[src/rtl/nn_mac_engine.sv]
// Neural-network MAC engine: pops (activation, weight) Q8.8 pairs from the input FIFO,
// accumulates their products on top of a bias and emits one saturated, optionally ReLU'd result.
module nn_mac_engine #(
    parameter int DATA_W = 32,
    parameter int LEN_W  = 8,
    parameter int ACC_W  = 40
) (
    input  logic              clk,
    input  logic              rst,
    input  logic              start,
    input  logic [LEN_W-1:0]  len,
    input  logic [15:0]       bias,
    input  logic              relu_en,
    output logic              busy,
    input  logic              fifo_empty,
    input  logic [DATA_W-1:0] fifo_data,
    output logic              fifo_ce,
    output logic              fifo_we,
    output logic [15:0]       result_data,
    output logic              result_valid,
    input  logic              result_ready
);

    typedef enum logic [1:0] {IDLE, RUN, DRAIN, OUT} state_t;

    localparam logic signed [ACC_W-9:0] SAT_MAX = (ACC_W-8)'(32'sd32767);
    localparam logic signed [ACC_W-9:0] SAT_MIN = (ACC_W-8)'(-32'sd32768);

    state_t                   state;
    logic signed [ACC_W-1:0]  acc;
    logic [LEN_W-1:0]         remaining;
    logic signed [15:0]       a_q;
    logic signed [15:0]       w_q;
    logic                     op_valid;
    logic                     relu_q;

    logic signed [31:0]       product;
    logic signed [ACC_W-1:0]  acc_sum;
    logic signed [ACC_W-1:0]  bias_ext;
    logic signed [ACC_W-9:0]  shifted;
    logic [15:0]              f_result;
    logic                     pop;

    // rst gates the pop strobe so an abandoned job never steals a FIFO entry
    assign pop      = (state == RUN) && (remaining != '0) && !fifo_empty && !rst;
    assign fifo_ce  = pop;
    assign fifo_we  = 1'b0;
    assign busy     = (state != IDLE);

    assign product  = 32'(a_q) * 32'(w_q);
    assign acc_sum  = op_valid ? acc + {{(ACC_W-32){product[31]}}, product} : acc;
    assign bias_ext = {{(ACC_W-24){bias[15]}}, bias, 8'h00};
    assign shifted  = acc_sum[ACC_W-1:8];

    always_comb begin
        f_result = shifted[15:0];
        if (shifted > SAT_MAX)
            f_result = 16'h7FFF;
        else if (shifted < SAT_MIN)
            f_result = 16'h8000;
        if (relu_q && shifted[ACC_W-9])
            f_result = 16'h0000;
    end

    always_ff @(posedge clk) begin
        if (rst) begin
            state        <= IDLE;
            acc          <= '0;
            remaining    <= '0;
            a_q          <= '0;
            w_q          <= '0;
            op_valid     <= 1'b0;
            relu_q       <= 1'b0;
            result_data  <= '0;
            result_valid <= 1'b0;
        end else begin
            case (state)
                IDLE: begin
                    op_valid <= 1'b0;
                    if (start) begin
                        acc       <= bias_ext;
                        remaining <= len;
                        relu_q    <= relu_en;
                        state     <= (len != '0) ? RUN : DRAIN;
                    end
                end
                RUN: begin
                    acc <= acc_sum;
                    if (pop) begin
                        a_q       <= fifo_data[DATA_W-1:DATA_W-16];
                        w_q       <= fifo_data[15:0];
                        op_valid  <= 1'b1;
                        remaining <= remaining - LEN_W'(1);
                        if (remaining == LEN_W'(1))
                            state <= DRAIN;
                    end else begin
                        op_valid <= 1'b0;
                    end
                end
                DRAIN: begin
                    acc          <= acc_sum;
                    op_valid     <= 1'b0;
                    result_data  <= f_result;
                    result_valid <= 1'b1;
                    state        <= OUT;
                end
                OUT: begin
                    if (result_ready) begin
                        result_valid <= 1'b0;
                        state        <= IDLE;
                    end
                end
                default: state <= IDLE;
            endcase
        end
    end

endmodule
[config.mk]
export PLATFORM = sky130hd
export DESIGN_NAME = nn_mac_engine
export DESIGN_NICKNAME = d
export VERILOG_FILES = /design/src/rtl/nn_mac_engine.sv
export SDC_FILE = /design/constraint.sdc
export NUM_CORES = 1
export LEC_CHECK = 0
export ABC_CLOCK_PERIOD_IN_PS = 9000
export CORE_ASPECT_RATIO = 1.2
export CORE_MARGIN = 3
export CORE_UTILIZATION = 45
export CTS_CLUSTER_DIAMETER = 200
export DETAILED_ROUTE_END_ITERATION = 12
export HOLD_SLACK_MARGIN = 0.05
export SETUP_SLACK_MARGIN = 0.4
export SKIP_LAST_GASP = 1
export SYNTH_ARGS = -nofsm -noshare
export SYNTH_HDL_FRONTEND = slang
export SYNTH_SLANG_ARGS = --single-unit
[constraint.sdc]
create_clock -name clk -period 9 [get_ports clk]
set_input_delay 1.35 -clock clk [delete_from_list [all_inputs] [get_ports clk]]
set_output_delay 1.35 -clock clk [all_outputs]
set_load 0.1 [all_outputs]
==> results.json, run 1 <==
{
  "period_needed_ps": 8670,
  "syn_nets": 2497,
  "path_buf_inv": 6,
  "drt_iter0_drc": 683,
  "final_antenna_net_count": 0,
  "cts.sinks": 101,
  "async_reset_ff_share_pct": 0,
  "regArea_mm2": 0.00210,
  "worstSetupStartpointType": "register",
  "fin_skew_ps": 24.0,
  "dp_cells": 2661,
  "ys_warn_count": 0,
  "synth_commonest_cells": "323 x inv_1, 267 x nand2_1, 263 x fa_1",
  "power_frac_seq_pct": 23.1,
  "yosysMostFrequentCell": "inv_1",
  "ys_ff_latch": 101,
  "start_util_pct": 45.8,
  "worstMarginPinSlew_ps": 1170,
  "synth_area_leaders": "fa_1 31%, dfxtp_1 12%, ha_1 9.6%",
  "drt-pass1-iter-count": 7,
  "post-dp-hpwl_mm": 37.5,
  "cts-root-buf": "clkbuf_16",
  "coreArea_mm2": 0.0370,
  "dr_total_vias": 14700,
  "grt_pass1_vias": 15500,
  "tritoncts": "built",
  "crit_path_top_delay_cell": "fa_1",
  "ioPinCount": 82,
  "drive_above_1_share_pct": 20.2,
  "syn_avg_cell_area_um2": 8.29,
  "postPlaceCellArea_mm2": 0.0191,
  "grt_max_degree": 59,
  "cpMostUsedCell": "fa_1",
  "setup-violations-final": 0,
  "timing.fmax_ghz": 0.115,
  "hold_viol": 0,
  "drv_cap": 0,
  "p_leak_nw": 9.88,
  "drc": 0,
  "synthFlopType": "dfxtp_1",
  "grt_pass1_wl_mm": 78.5,
  "synthesis.instances": 2042,
  "cpLargestDelayFamily": "adder cells",
  "path_class": "register to register",
  "antenna_found_initial": 0,
  "die_area_mm2": 0.0400,
  "yosysTopAreaCell": "fa_1",
  "p_sw_share_pct": 51.1,
  "internal_power_mw": 1.58,
  "clk_pin_slew_ps": 90,
  "synth_cell_types": 80,
  "gp_congestion": 0.907,
  "hold_buffers": 0,
  "syn2layout_area_growth_pct": 23.9,
  "fill_cells": 3371,
  "io_buffers": 80,
  "die_w_um": 183,
  "grt_setup_unrepaired": "yes",
  "ys_seq_area_share_pct": 11.9,
  "min_path_type": "register to register",
  "final_util_pct": 56.7,
  "n_antenna_cell": 0,
  "crit_fanout": 8,
  "p_switching_mw": 1.65,
  "wire_per_inst_um": 17.2,
  "drv_slew": 0,
  "vias_per_cell": 5.38,
  "multiInputGateArea_mm2": 0.0143,
  "wirelength_mm": 46.9,
  "synth_edf_count": 0,
  "worstPathRequired_ps": 9320,
  "finalCritPeriodShare_pct": 96.4,
  "end_kind": "register",
  "synth.top_cell.area_share_pct": 31.1,
  "final_cells": 2730,
  "num_rows": 77,
  "cpPeakStageDelay_ps": 560,
  "htreeDepth": 3,
  "clkPwrFrac_pct": 12.9,
  "grt.overflow.total": 0,
  "power.share.combinational_pct": 64.0,
  "slew_headroom_pct": 21.7,
  "cts_made_buffers": 9,
  "syn_area_mm2": 0.0169,
  "status": "completed",
  "clock_latency_ps": 400,
  "grtUsageTotal_pct": 24.3,
  "fin_area_mm2": 0.0210,
  "arrival_ps": 9000,
  "fin_nets": 2706,
  "die_h_um": 218,
  "p_per_area_mw_per_mm2": 154,
  "vdd_drop_max_mv": 0.316,
  "cts_buffer_depth": 2
}
==> power groups by stage <==
| stage | Sequential (mW) | Combinational, mW | Clock, mW |
|---|---|---|---|
| finish | 0.744 | 2.07 | 0.416 |
| CTS | 0.736 | 1.94 | 0.426 |
| global placement | 0.747 | 1.83 | 0 |
| detailed placement | 0.744 | 1.84 | 0 |
| floorplan | 0.908 | 1.09 | 0 |
| global route | 0.761 | 2.25 | 0.445 |
==> state kept, by name, summed over array words and instances (netlist names) <==
signal        flops
acc              40
relu_q            1
remaining         8
state             2
result_valid      1
w_q              16
result_data      16
a_q              16
op_valid          1
==> per-layer routing <==
layer  vias up  GRT usage, %  wire length (um)
li1       7015             -                 -
met5         -             0                 0
met1      7284          32.5             20800
met2       319          41.9             23400
met4         0          6.07              1050
met3        72          2.83              1630
==> cell usage in the layout, fill, tap and decap left out, types with 14 or more instances in the layout <==
cell               n
clkdlybuf4s50_1   79
nand3_1           25
inv_2             19
dfxtp_1           76
buf_6             14
and2_1           121
buf_4            191
nor3_1            21
nor2b_1           17
fa_1             254
xor2_1            18
ha_1             109
inv_1            304
a21o_1            21
xnor2_1           37
nor2_1           113
a21oi_1          116
nand2_1          258
a21oi_2           19
ha_4              17
dfxtp_4           17
o21ai_0           32
a211oi_1          32
==> stage by stage <==
stage	power (mW)	hold slack, ps	TNS, ps	setup slack (ps)
final	3.23	472	0	327
after detailed placement	2.59	452	-3810	-257
after global placement	2.58	453	-2220	-165
after floorplan	2.00	445	0	440
after global routing	3.45	499	0	73.3
after CTS	3.10	475	0	396
==> area by class of cell <==
class	instances	share of cell area, %
clock inverter	6	0.268
clock buffer	10	1.09
sequential	101	9.99
inverter	325	5.82
multi-input combinational	1524	68.3
tap	474	2.83
timing repair buffer	290	11.7
==> logic make-up after synthesis <==
| group | after synthesis | share of synthesized area (%) |
|---|---|---|
| other cells | 1 | 0.0222 |
| fa+ha+maj | 393 | 40.7 |
| flops | 101 | 11.9 |
| buf+inv | 417 | 9.35 |
| mux | 12 | 0.739 |
| simple gates | 677 | 19.1 |
| compound gates | 381 | 14.9 |
| xor+xnor | 60 | 3.15 |
==> worst paths after layout <==
kind                                    start                           to  slack (ps)  cells past startpoint
hold reg to reg   result_data[0]$_SDFFE_PP0P_  result_data[0]$_SDFFE_PP0P_         470                      2
hold / removal    result_data[0]$_SDFFE_PP0P_  result_data[0]$_SDFFE_PP0P_         470                      2
setup / recovery          a_q[8]$_SDFFE_PP0P_  result_data[1]$_SDFFE_PP0P_         330                     33
setup reg to reg          a_q[8]$_SDFFE_PP0P_  result_data[1]$_SDFFE_PP0P_         330                     33
==> timing repair <==
action	CTS	global route
endpoints found under the setup margin	19	16
setup buffers	36	17
gates resized for setup	138	132
pin swaps	76	124
==> tightest hold or removal path, delay by kind of cell, from the launching register on <==
| family | cells | cell delay, ps |
|---|---|---|
| compound gates | 1 | 50 |
| flops | 1 | 320 |
| simple gates | 1 | 70 |
Power figures use the tool's default switching activity.
==> run 2: changes to the inputs <==
- RECOVER_POWER: unset -> 25
==> results.json, run 2 (same netlist as run 1, synthesis figures left out) <==
{
  "regMostFlops": "acc",
  "start_util_pct": 45.8,
  "post-dp-hpwl_mm": 37.5,
  "period_needed_ps": 8680,
  "num_rows": 77,
  "crit_path_start": "a_q[8]$_SDFFE_PP0P_",
  "drt-pass1-iter-count": 5,
  "crit_path_top_delay_cell": "fa_1",
  "vdd_drop_max_mv": 0.317,
  "cts-root-buf": "clkbuf_16",
  "path_class": "register to register",
  "power.share.combinational_pct": 64.0,
  "fill_cells": 3371,
  "min_path_type": "register to register",
  "drive_above_1_share_pct": 20.1,
  "postLayoutSetupSlackWorst_ps": 324,
  "slew_headroom_pct": -93.7,
  "p_per_area_mw_per_mm2": 154,
  "arrival_ps": 9000,
  "setup-violations-final": 0,
  "r2r_end": "result_data[1]$_SDFFE_PP0P_",
  "clock_latency_ps": 400,
  "antenna_found_initial": 0,
  "drc": 0,
  "p_sw_share_pct": 51.1,
  "grt_pass1_wl_mm": 78.5,
  "largest_reg_flops": 40,
  "violations": "capacitance limit, slew limit",
  "status": "finished with violations",
  "die_w_um": 183,
  "grt.overflow.total": 0,
  "ioPinCount": 82,
  "wirelength_mm": 46.9,
  "cts.sinks": 101,
  "syn2layout_area_growth_pct": 23.9,
  "end_kind": "register",
  "vias_per_cell": 5.38,
  "clk_pin_slew_ps": 90,
  "final_common_cell": "inv_1",
  "drv_slew": 91,
  "pre_cts_ws_ps": -257,
  "internal_power_mw": 1.58,
  "timing.fmax_ghz": 0.115,
  "cpPeakStageDelay_ps": 560,
  "fin_nets": 2706,
  "worstSetupStartpointType": "register",
  "grt_setup_unrepaired": "yes",
  "hold_viol": 0,
  "power.total_mw": 3.23,
  "crit_end": "result_data[1]$_SDFFE_PP0P_",
  "grt_max_degree": 59,
  "p_leak_nw": 9.88,
  "n_antenna_cell": 0,
  "die_h_um": 218,
  "fin_area_mm2": 0.0210,
  "dr_total_vias": 14700,
  "hold_buffers": 0,
  "htreeDepth": 3,
  "cts_buffer_depth": 2,
  "gp_congestion": 0.907,
  "die_area_mm2": 0.0400,
  "final_antenna_net_count": 0,
  "ff2ff_setup_slack_ps": 320,
  "cpMostUsedCell": "fa_1",
  "finalCritPeriodShare_pct": 96.4,
  "clkPwrFrac_pct": 12.9,
  "power_frac_seq_pct": 23.1,
  "grtUsageTotal_pct": 24.3,
  "r2r-start": "a_q[8]$_SDFFE_PP0P_",
  "crit_fanout": 8,
  "reg2reg_depth": 33,
  "coreArea_mm2": 0.0370,
  "mostFrequentLayoutCells": "304 x inv_1, 258 x nand2_1, 254 x fa_1, 190 x buf_4, 121 x and2_1",
  "drv_cap": 2,
  "worstPathRequired_ps": 9320,
  "fin_skew_ps": 24.0,
  "wire_per_inst_um": 17.2,
  "worstMarginPinSlew_ps": 2910,
  "grt_pass1_vias": 15500,
  "io_buffers": 80,
  "p_switching_mw": 1.65,
  "tritoncts": "built",
  "postPlaceCellArea_mm2": 0.0191,
  "drt_iter0_drc": 699,
  "cts_made_buffers": 9,
  "fin_tns_setup_ps": 0
}
## run 2: changes by cell type in the layout (fill, tap and decap cells not counted)
cell	previous run	this run
buf_2	1	0
clkbuf_1	1	3
buf_4	191	190
## run 2: layout make-up
type | count | area (um^2) | share of cell area [%]
Inverter | 325 | 1220 | 5.82
Multi-Input combinational cell | 1524 | 14300 | 68.3
Sequential cell | 101 | 2100 | 10.0
Clock inverter | 6 | 56.3 | 0.269
Clock buffer | 10 | 229 | 1.09
Timing Repair Buffer | 290 | 2460 | 11.7
Tap cell | 474 | 593 | 2.83
## run 2: metal layers
metal	global-route usage (%)	wire, um	up-vias
met2	41.9	23400	303
li1	-	-	7014
met4	6.07	1040	0
met3	2.83	1580	71
met5	0	0	-
met1	32.5	20900	7302
## run 2: worst min-delay path by stage
stage                                             from                      endpoint  cells past startpoint  slack [ps]
after global routing      result_data[10]$_SDFFE_PP0P_  result_data[10]$_SDFFE_PP0P_                      2         500
final                      result_data[0]$_SDFFE_PP0P_   result_data[0]$_SDFFE_PP0P_                      2         470
after CTS                 result_data[10]$_SDFFE_PP0P_  result_data[10]$_SDFFE_PP0P_                      2         480
after detailed placement  result_data[10]$_SDFFE_PP0P_  result_data[10]$_SDFFE_PP0P_                      2         450
after global placement    result_data[15]$_SDFFE_PP0P_  result_data[15]$_SDFFE_PP0P_                      2         450
after floorplan                   acc[21]$_SDFFE_PP0P_          acc[21]$_SDFFE_PP0P_                      2         440
## run 2: stage by stage
stage / cells / hold WS [ps] / utilization [%]
after floorplan: 2042 / 445 / -
after global placement: 2661 / 453 / 51.7
after CTS: 2713 / 475 / 54.8
after detailed placement: 2661 / 452 / 51.7
after global routing: 2730 / 499 / 56.7
final: 2730 / 472 / 56.7
## run 2: power by group through the flow
| stage | sequential [mW] | combinational [mW] | clock (mW) |
|---|---|---|---|
| CTS | 0.736 | 1.94 | 0.426 |
| finish | 0.745 | 2.07 | 0.417 |
| floorplan | 0.908 | 1.09 | 0 |
| global route | 0.762 | 2.25 | 0.445 |
| global placement | 0.747 | 1.83 | 0 |
| detailed placement | 0.744 | 1.84 | 0 |
## run 2: what timing repair did
| item | 4_1_cts | 5_1_grt |
|---|---|---|
| endpoints found under the setup margin | 19 | 16 |
| buffers inserted | 36 | 17 |
| gates resized for setup | 138 | 132 |
| pin swaps | 76 | 124 |
## run 2: worst max-delay path, delay by kind of cell (launching register included)
kind | cells | cell delay, ps
flip-flops | 1 | 400
XOR/XNOR | 1 | 170
AND/OR/NAND/NOR | 8 | 1670
buffers and inverters | 6 | 520
AO/OA/AOI/OAI | 10 | 2090
adder cells (fa/ha/maj) | 8 | 3740
==> run 3: changes to the inputs <==
- ABC_CLOCK_PERIOD_IN_PS: 9000 -> 9300
- REMOVE_ABC_BUFFERS: unset -> 1
- clock period: 9 -> 9.3 ns (I/O delays scaled with it)
==> results.json, run 3 (same netlist as run 1, synthesis figures left out) <==
{
  "wirelength_mm": 47.8,
  "die_area_mm2": 0.0400,
  "start_util_pct": 45.8,
  "worstPathRequired_ps": 9610,
  "n_antenna_cell": 0,
  "hold_end": "result_data[15]$_SDFFE_PP0P_",
  "reg2reg_depth": 31,
  "cts-root-buf": "clkbuf_16",
  "min-delay-start": "result_data[15]$_SDFFE_PP0P_",
  "timing.fmax_ghz": 0.115,
  "postLayoutSetupSlackWorst_ps": 600,
  "clkPwrFrac_pct": 13.9,
  "power.total_mw": 3.06,
  "drv_cap": 1,
  "coreArea_mm2": 0.0370,
  "tritoncts": "built",
  "hold_buffers": 0,
  "vdd_drop_max_mv": 0.437,
  "r2r_end": "result_data[1]$_SDFFE_PP0P_",
  "grt_max_degree": 79,
  "fin_skew_ps": 20.1,
  "hold_viol": 0,
  "ff2ff_setup_slack_ps": 600,
  "drv_slew": 79,
  "post-dp-hpwl_mm": 37.8,
  "vias_per_cell": 5.39,
  "p_sw_share_pct": 51.3,
  "arrival_ps": 9010,
  "die_w_um": 183,
  "status": "finished with violations",
  "min_path_type": "register to register",
  "num_rows": 77,
  "grtUsageTotal_pct": 24.5,
  "p_switching_mw": 1.57,
  "grt.overflow.total": 0,
  "regArea_mm2": 0.00211,
  "cpPeakStageDelay_ps": 580,
  "grt_setup_unrepaired": "yes",
  "p_per_area_mw_per_mm2": 150,
  "internal_power_mw": 1.49,
  "worstHoldPathCells": 2,
  "dr_total_vias": 14400,
  "finalCritPeriodShare_pct": 93.6,
  "grt_pass1_wl_mm": 78.8,
  "crit_path_top_delay_cell": "fa_2",
  "cpMostUsedCell": "fa_1",
  "largest_reg_flops": 40,
  "path_class": "register to register",
  "htreeDepth": 3,
  "fin_nets": 2647,
  "die_h_um": 218,
  "grt_pass1_vias": 15400,
  "worstSetupStartpointType": "register",
  "wire_per_inst_um": 17.9,
  "r2r-start": "a_q[9]$_SDFFE_PP0P_",
  "clock_latency_ps": 380,
  "final_antenna_net_count": 0,
  "violations": "capacitance limit, slew limit",
  "final_util_pct": 55.2,
  "final_common_cell": "inv_1",
  "worstMarginPinSlew_ps": 4120,
  "slew_headroom_pct": -175,
  "drt-pass1-iter-count": 4,
  "io_buffers": 80,
  "end_kind": "register",
  "clk_pin_slew_ps": 70,
  "cts_buffer_depth": 2,
  "gp_congestion": 0.894,
  "ioPinCount": 82,
  "p_leak_nw": 9.55,
  "drt_iter0_drc": 658,
  "drive_above_1_share_pct": 16.7,
  "setup-violations-final": 0,
  "multiInputGateArea_mm2": 0.0142,
  "crit_fanout": 10,
  "regMostFlops": "acc",
  "power_frac_seq_pct": 23.8,
  "cts_made_buffers": 9,
  "syn2layout_area_growth_pct": 20.7,
  "power.share.combinational_pct": 62.3,
  "fill_cells": 3442,
  "cts.sinks": 101,
  "fin_tns_setup_ps": 0,
  "pre_cts_ws_ps": -76.5,
  "drc": 0,
  "mostFrequentLayoutCells": "313 x inv_1, 263 x nand2_1, 250 x fa_1, 126 x buf_4, 125 x and2_1",
  "period_needed_ps": 8700,
  "antenna_found_initial": 0
}
run 3: how the worst max path moves through the flow:
stage,from,to,slack (ps)
floorplan,w_q[7]$_SDFFE_PP0P_,result_data[10]$_SDFFE_PP0P_,700
global placement,w_q[6]$_SDFFE_PP0P_,result_data[15]$_SDFFE_PP0P_,110
detailed placement,a_q[6]$_SDFFE_PP0P_,result_data[10]$_SDFFE_PP0P_,-80
CTS,w_q[8]$_SDFFE_PP0P_,result_data[1]$_SDFFE_PP0P_,410
global route,w_q[15]$_SDFFE_PP0P_,result_data[1]$_SDFFE_PP0P_,290
finish,a_q[9]$_SDFFE_PP0P_,result_data[1]$_SDFFE_PP0P_,600
run 3: power groups by stage:
stage	sequential [mW]	clock (mW)	combinational, mW
finish	0.728	0.423	1.91
global route	0.748	0.447	2.07
CTS	0.718	0.432	1.79
detailed placement	0.723	0	1.76
global placement	0.726	0	1.74
floorplan	0.895	0	0.989
run 3: worst max-delay path: cells and delay by family, from the launching register on:
kind / cells / cell delay [ps]
xor+xnor: 1 / 130
fa+ha+maj: 8 / 3600
compound gates: 9 / 1940
flops: 1 / 390
buf+inv: 5 / 630
simple gates: 8 / 1940
run 3: layout make-up:
class | instances | share of cell area, %
Timing Repair Buffer | 231 | 9.96
Clock buffer | 12 | 1.21
Inverter | 325 | 5.97
Sequential cell | 101 | 10.3
Multi-Input combinational cell | 1524 | 69.4
Tap cell | 474 | 2.90
Clock inverter | 4 | 0.270
run 3: per-layer routing:
metal	part of all wire, %	GRT usage, %
met1	44	32.3
met2	50	42.3
met3	4.1	3.60
met4	2.2	6.53
met5	0	0
run 3: what timing repair did:
| action | CTS | global route |
|---|---|---|
| endpoints found under the setup margin | 16 | 17 |
| setup buffers | 5 | 37 |
| resized for setup | 57 | 201 |
| gates cloned | 0 | 1 |
| pin swaps | 12 | 115 |
run 3: through the flow:
| step | cells | hold slack, ps | cell area (um^2) |
|---|---|---|---|
| after floorplan | 1950 | 439 | 16600 |
| after global placement | 2612 | 453 | 18800 |
| after detailed placement | 2612 | 455 | 18800 |
| after CTS | 2633 | 471 | 19300 |
| after global routing | 2671 | 488 | 20400 |
| final | 2671 | 470 | 20400 |
